==> src/rtl/alu_share_arbiter.sv <==
// Round-robin arbiter sharing one combinational ALU between two valid/ready
// requesters; one transaction in flight, operands and response registered.
module alu_share_arbiter #(
  parameter int WIDTH  = 32,
  parameter int CTRL_W = 4
) (
  input  logic              clk,
  input  logic              rst_n,
  input  logic [1:0]        req_valid,
  output logic [1:0]        req_ready,
  input  logic [CTRL_W-1:0] req_ctrl0,
  input  logic [CTRL_W-1:0] req_ctrl1,
  input  logic              req_src0,
  input  logic              req_src1,
  input  logic [WIDTH-1:0]  req_rd1_0,
  input  logic [WIDTH-1:0]  req_rd1_1,
  input  logic [WIDTH-1:0]  req_imm0,
  input  logic [WIDTH-1:0]  req_imm1,
  output logic [1:0]        rsp_valid,
  input  logic [1:0]        rsp_ready,
  output logic [WIDTH-1:0]  rsp_result,
  output logic              rsp_zero,
  output logic [WIDTH-1:0]  alu_rd1,
  output logic [WIDTH-1:0]  alu_imm,
  output logic              alu_src,
  output logic [CTRL_W-1:0] alu_ctrl,
  input  logic [WIDTH-1:0]  alu_result,
  input  logic              alu_zero,
  output logic              busy,
  output logic              grant_id
);

  typedef enum logic [1:0] {IDLE, EXEC, RESP} state_e;

  state_e              state_q, state_d;
  logic                ptr_q, ptr_d;
  logic                grant_q, grant_d;
  logic [1:0]          rsp_valid_q, rsp_valid_d;
  logic [WIDTH-1:0]    rsp_result_q, rsp_result_d;
  logic                rsp_zero_q, rsp_zero_d;
  logic [WIDTH-1:0]    alu_rd1_q, alu_rd1_d;
  logic [WIDTH-1:0]    alu_imm_q, alu_imm_d;
  logic                alu_src_q, alu_src_d;
  logic [CTRL_W-1:0]   alu_ctrl_q, alu_ctrl_d;
  logic                winner;

  // Pointer's requester wins if it is asking, otherwise the other one.
  assign winner = req_valid[ptr_q] ? ptr_q : ~ptr_q;

  always_comb begin
    // NOTE: every signal gets a default first so no path leaves one unassigned (no latches).
    state_d      = state_q;
    ptr_d        = ptr_q;
    grant_d      = grant_q;
    rsp_valid_d  = rsp_valid_q;
    rsp_result_d = rsp_result_q;
    rsp_zero_d   = rsp_zero_q;
    alu_rd1_d    = alu_rd1_q;
    alu_imm_d    = alu_imm_q;
    alu_src_d    = alu_src_q;
    alu_ctrl_d   = alu_ctrl_q;
    req_ready    = 2'b00;

    unique case (state_q)
      IDLE: begin
        if (|req_valid) begin
          req_ready[winner] = 1'b1;
          grant_d    = winner;
          alu_ctrl_d = winner ? req_ctrl1 : req_ctrl0;
          alu_src_d  = winner ? req_src1  : req_src0;
          alu_rd1_d  = winner ? req_rd1_1 : req_rd1_0;
          alu_imm_d  = winner ? req_imm1  : req_imm0;
          state_d    = EXEC;
        end
      end
      EXEC: begin
        rsp_result_d          = alu_result;
        rsp_zero_d            = alu_zero;
        rsp_valid_d           = 2'b00;
        rsp_valid_d[grant_q]  = 1'b1;
        state_d               = RESP;
      end
      RESP: begin
        // Only the granted requester's accept matters.
        if (rsp_ready[grant_q]) begin
          rsp_valid_d = 2'b00;
          ptr_d       = ~grant_q;
          state_d     = IDLE;
        end
      end
      default: state_d = IDLE;
    endcase
  end

  always_ff @(posedge clk or negedge rst_n) begin
    if (!rst_n) begin
      state_q      <= IDLE;
      ptr_q        <= 1'b0;
      grant_q      <= 1'b0;
      rsp_valid_q  <= 2'b00;
      rsp_result_q <= '0;
      rsp_zero_q   <= 1'b0;
      alu_rd1_q    <= '0;
      alu_imm_q    <= '0;
      alu_src_q    <= 1'b0;
      alu_ctrl_q   <= '0;
    end else begin
      // NOTE: non-blocking assignments so every flop samples pre-edge values.
      state_q      <= state_d;
      ptr_q        <= ptr_d;
      grant_q      <= grant_d;
      rsp_valid_q  <= rsp_valid_d;
      rsp_result_q <= rsp_result_d;
      rsp_zero_q   <= rsp_zero_d;
      alu_rd1_q    <= alu_rd1_d;
      alu_imm_q    <= alu_imm_d;
      alu_src_q    <= alu_src_d;
      alu_ctrl_q   <= alu_ctrl_d;
    end
  end

  assign rsp_valid  = rsp_valid_q;
  assign rsp_result = rsp_result_q;
  assign rsp_zero   = rsp_zero_q;
  assign alu_rd1    = alu_rd1_q;
  assign alu_imm    = alu_imm_q;
  assign alu_src    = alu_src_q;
  assign alu_ctrl   = alu_ctrl_q;
  assign busy       = (state_q != IDLE);
  assign grant_id   = grant_q;

endmodule

==> config.mk <==
export PLATFORM = sky130hd
export DESIGN_NAME = alu_share_arbiter
export DESIGN_NICKNAME = d
export VERILOG_FILES = /design/src/rtl/alu_share_arbiter.sv
export SDC_FILE = /design/constraint.sdc
export NUM_CORES = 1
export LEC_CHECK = 0
export CAP_MARGIN = 20
export CORE_AREA = 2 2 128 130
export DETAILED_ROUTE_END_ITERATION = 12
export DIE_AREA = 0 0 130 132
export DONT_BUFFER_PORTS = 1
export PLACE_DENSITY = 0.46
export SLEW_MARGIN = 20
export SYNTH_ARGS = -nofsm -noshare
export SYNTH_HDL_FRONTEND = slang
export SYNTH_SLANG_ARGS = --single-unit
==> constraint.sdc <==
create_clock -name clk -period 4.2 [get_ports clk]
set_input_delay 0.42 -clock clk [delete_from_list [all_inputs] [get_ports clk]]
set_output_delay 0.42 -clock clk [all_outputs]
set_load 0.02 [all_outputs]
==> results.yml <==
status:
  run_status: "finished, violations left"
  violations: "hold timing"
place:
  dpl.hpwl_mm: 9.101
  io_buffers: 0
  dpl_cell_area_sq_um: 4775
  place_inst: 596
  routabilityCongestion: 0.7292
die:
  die_area_sq_um: 17160
  num_io_pins: 285
  die_w_microns: 130
  rows: 46
  initial_core_util_pct: 29.67
  design.core.area_sq_um: 15710
  fp.dieH_microns: 132
final_layout:
  fin_nets: 569
  layout-drive-gt1-share_pct: 7.557
  area_growth_syn_to_layout_pct: 9.125
  multi_input_area_sq_um: 1753
  antenna_cells: 0
  layout.cells.non_filler: 613
  nFillCells: 1595
  fin_area_sq_um: 5087
  seq_area_sq_um: 2703
  utilization_pct: 32.38
detailed_routing:
  first_pass_iters: 4
  routed_wl_mm: 12.93
  post_drt_wl_per_cell_microns: 21.09
  dr.first_iter.drc_count: 228
  num_vias: 3328
  drc: 0
  drtAntennaViolNets: 0
  routed_via_density: 5.429
synth:
  synthesis.area_sq_um: 4662
  synth_top_area_share_pct: 57.97
  yosysSeqAreaShare_pct: 57.97
  synth-warning-count: 0
  yosys.cell_types.count: 20
  avgSynthCellArea_sq_um: 11.29
  synth_top_cell_by_area: "dfrtp_1"
  synth_area_leaders: "dfrtp_1, a221o_1, o21a_1"
  synth_seq_cells: 108
  synth_cells: 413
  syn_nets: 590
clock_tree:
  clkTransAtPathRegs_ns: 0.07
  clock_latency_ns: 0.35
  cts.repair.resized: 0
  cts_tree: "done"
  cts_buffers: 9
  cts_root_buf: "clkbuf_16"
  cts_hold_buf: 1
  cts_buffer_depth: 2
  cts_setup_buffers: 0
  cts_num_sinks: 108
  h-tree-depth: 3
critical_path:
  reg2reg_depth: 4
  rrSetupSlack_ns: 1.92
  cp_data_required_time_ns: 3.78
  cp-startpoint: "state_q[1]"
  crit_fanout: 41
  critical_path.endpoint: "busy"
  cp-end-kind: "primary output"
  cp-start-kind: "flip-flop"
  critPathKind: "flip-flop to primary output"
  r2r_end: "alu_imm[11]"
  crit_arrival_ns: 1.96
  worstReg2RegStart: "state_q[1]"
timing:
  final-hold-violation-count: 24
  finClkSkew_ns: 0.006003
  rsz0062_at_grt: "no"
  worst_pin_slew_ns: 1.028
  setup_viol: 0
  finalMaxSlewViolations: 0
  slew_headroom_pct: 31.28
  post-route-min-period_ns: 2.379
  whs_ns: -0.03309
  fin_crit_sh_pct: 56.65
  timing.fmax_mhz: 420.3
  fin_setup_tns_ns: 0
hold_path:
  hold_path.class: "primary input to async pin"
global_route:
  grt_usage_pct: 14.68
  grt_pass1_vias: 3434
  grt_overflow: 0
  grt_max_degree: 109
  antenna_found_initial: 0
  grt_pass1_wl_mm: 19.37
power_and_ir_drop:
  max-vdd-ir-drop_mv: 0.2742
  p_leak_nw: 2.259
  p_per_area_nw_per_um2: 945.4
run:
  maxCapViolCount: 0
[through the flow]
stage / total power, mW / worst slack [ns]
after floorplan: 3.663 / 2.677
after global placement: 3.964 / 2.025
after detailed placement: 4.020 / 1.950
after CTS: 4.884 / 1.778
after global routing: 5.157 / 1.686
final: 4.809 / 1.821
[report_power, final]
| group | internal (mW) | switching (mW) | leakage [nW] |
|---|---|---|---|
| combinational | 0.663 | 0.743 | 0.791 |
| sequential | 1.55 | 1.03 | 1.33 |
| clock | 0.424 | 0.398 | 0.141 |
[sequential cells by signal (all words and copies together), names as in the netlist]
signal / cells
alu_rd1: 32
rsp_zero: 1
state_q: 2
rsp_result: 32
alu_imm: 32
rsp_valid: 2
ptr_q: 1
alu_src: 1
grant_id: 1
alu_ctrl: 4
[worst min-delay path by stage]
stage | start | end | cells after the start
global route | rst_n | alu_imm[2] | 1
detailed placement | rst_n | rsp_result[29] | 0
floorplan | rst_n | alu_ctrl[0] | 0
finish | rst_n | rsp_result[26] | 1
CTS | rst_n | rsp_result[1] | 1
global placement | rst_n | rsp_result[24] | 0
[synth_stat cells, drive strengths merged]
cell type and count:
dfrtp 108, nand2 104, a221o 69, o21a 69, clkbuf 20, buf 19
nor2 5, nand2b 3, o21ai 3, a21oi 2, and3 2, nand3b 2
nor2b 2, a211oi 1, a221oi 1, inv 1, nand3 1, o21ba 1
[metal layers]
metal,up-vias,track usage [%],wire length [microns]
li1,1465,-,-
met1,1651,17.68,5065
met2,198,24.20,6419
met3,14,5.560,1262
met4,0,4.600,180
met5,-,0,0
[cells by family after synthesis]
kind of cell | synth area share, %
flip-flops | 57.97
AND/OR/NAND/NOR | 10.20
buffers and inverters | 4.804
AO/OA/AOI/OAI | 27.03
[layout make-up]
| class | count | share of cell area, % |
|---|---|---|
| clock inverters | 6 | 0.9100 |
| well taps | 216 | 5.312 |
| inverters | 1 | 0.07378 |
| clock buffers | 10 | 4.697 |
| repair buffers | 7 | 1.426 |
| multi-input cells | 265 | 34.46 |
| flip-flops and latches | 108 | 53.12 |
[placed cells by master (no fill, tap or decap)]
cell,Yosys,layout
o21a_1,69,69
buf_4,0,6
o21ba_2,1,1
nand2_1,104,104
clkinv_4,0,1
clkbuf_8,0,1
nor2_4,0,1
inv_6,0,1
nor2_1,4,3
nor2_2,1,1
a221oi_1,1,1
a211oi_1,1,1
nand2b_1,3,3
dfrtp_1,108,108
a21oi_1,2,2
inv_2,1,1
inv_8,0,1
nand3b_1,2,2
clkinvlp_4,0,1
a221o_1,69,69
nor2b_1,2,1
clkinv_2,0,2
o21ai_0,3,3
buf_16,0,1
nor2b_4,0,1
nand3_1,1,1
clkbuf_16,0,9
and3_2,0,2
[worst max-delay path, stage by stage, from the launching register on]
cell and delay [ns]:
dfrtp_1 0.51, nor2_2 0.10, inv_2 0.44, buf_4 0.52
Note: power is estimated with default switching activity, not from simulation.
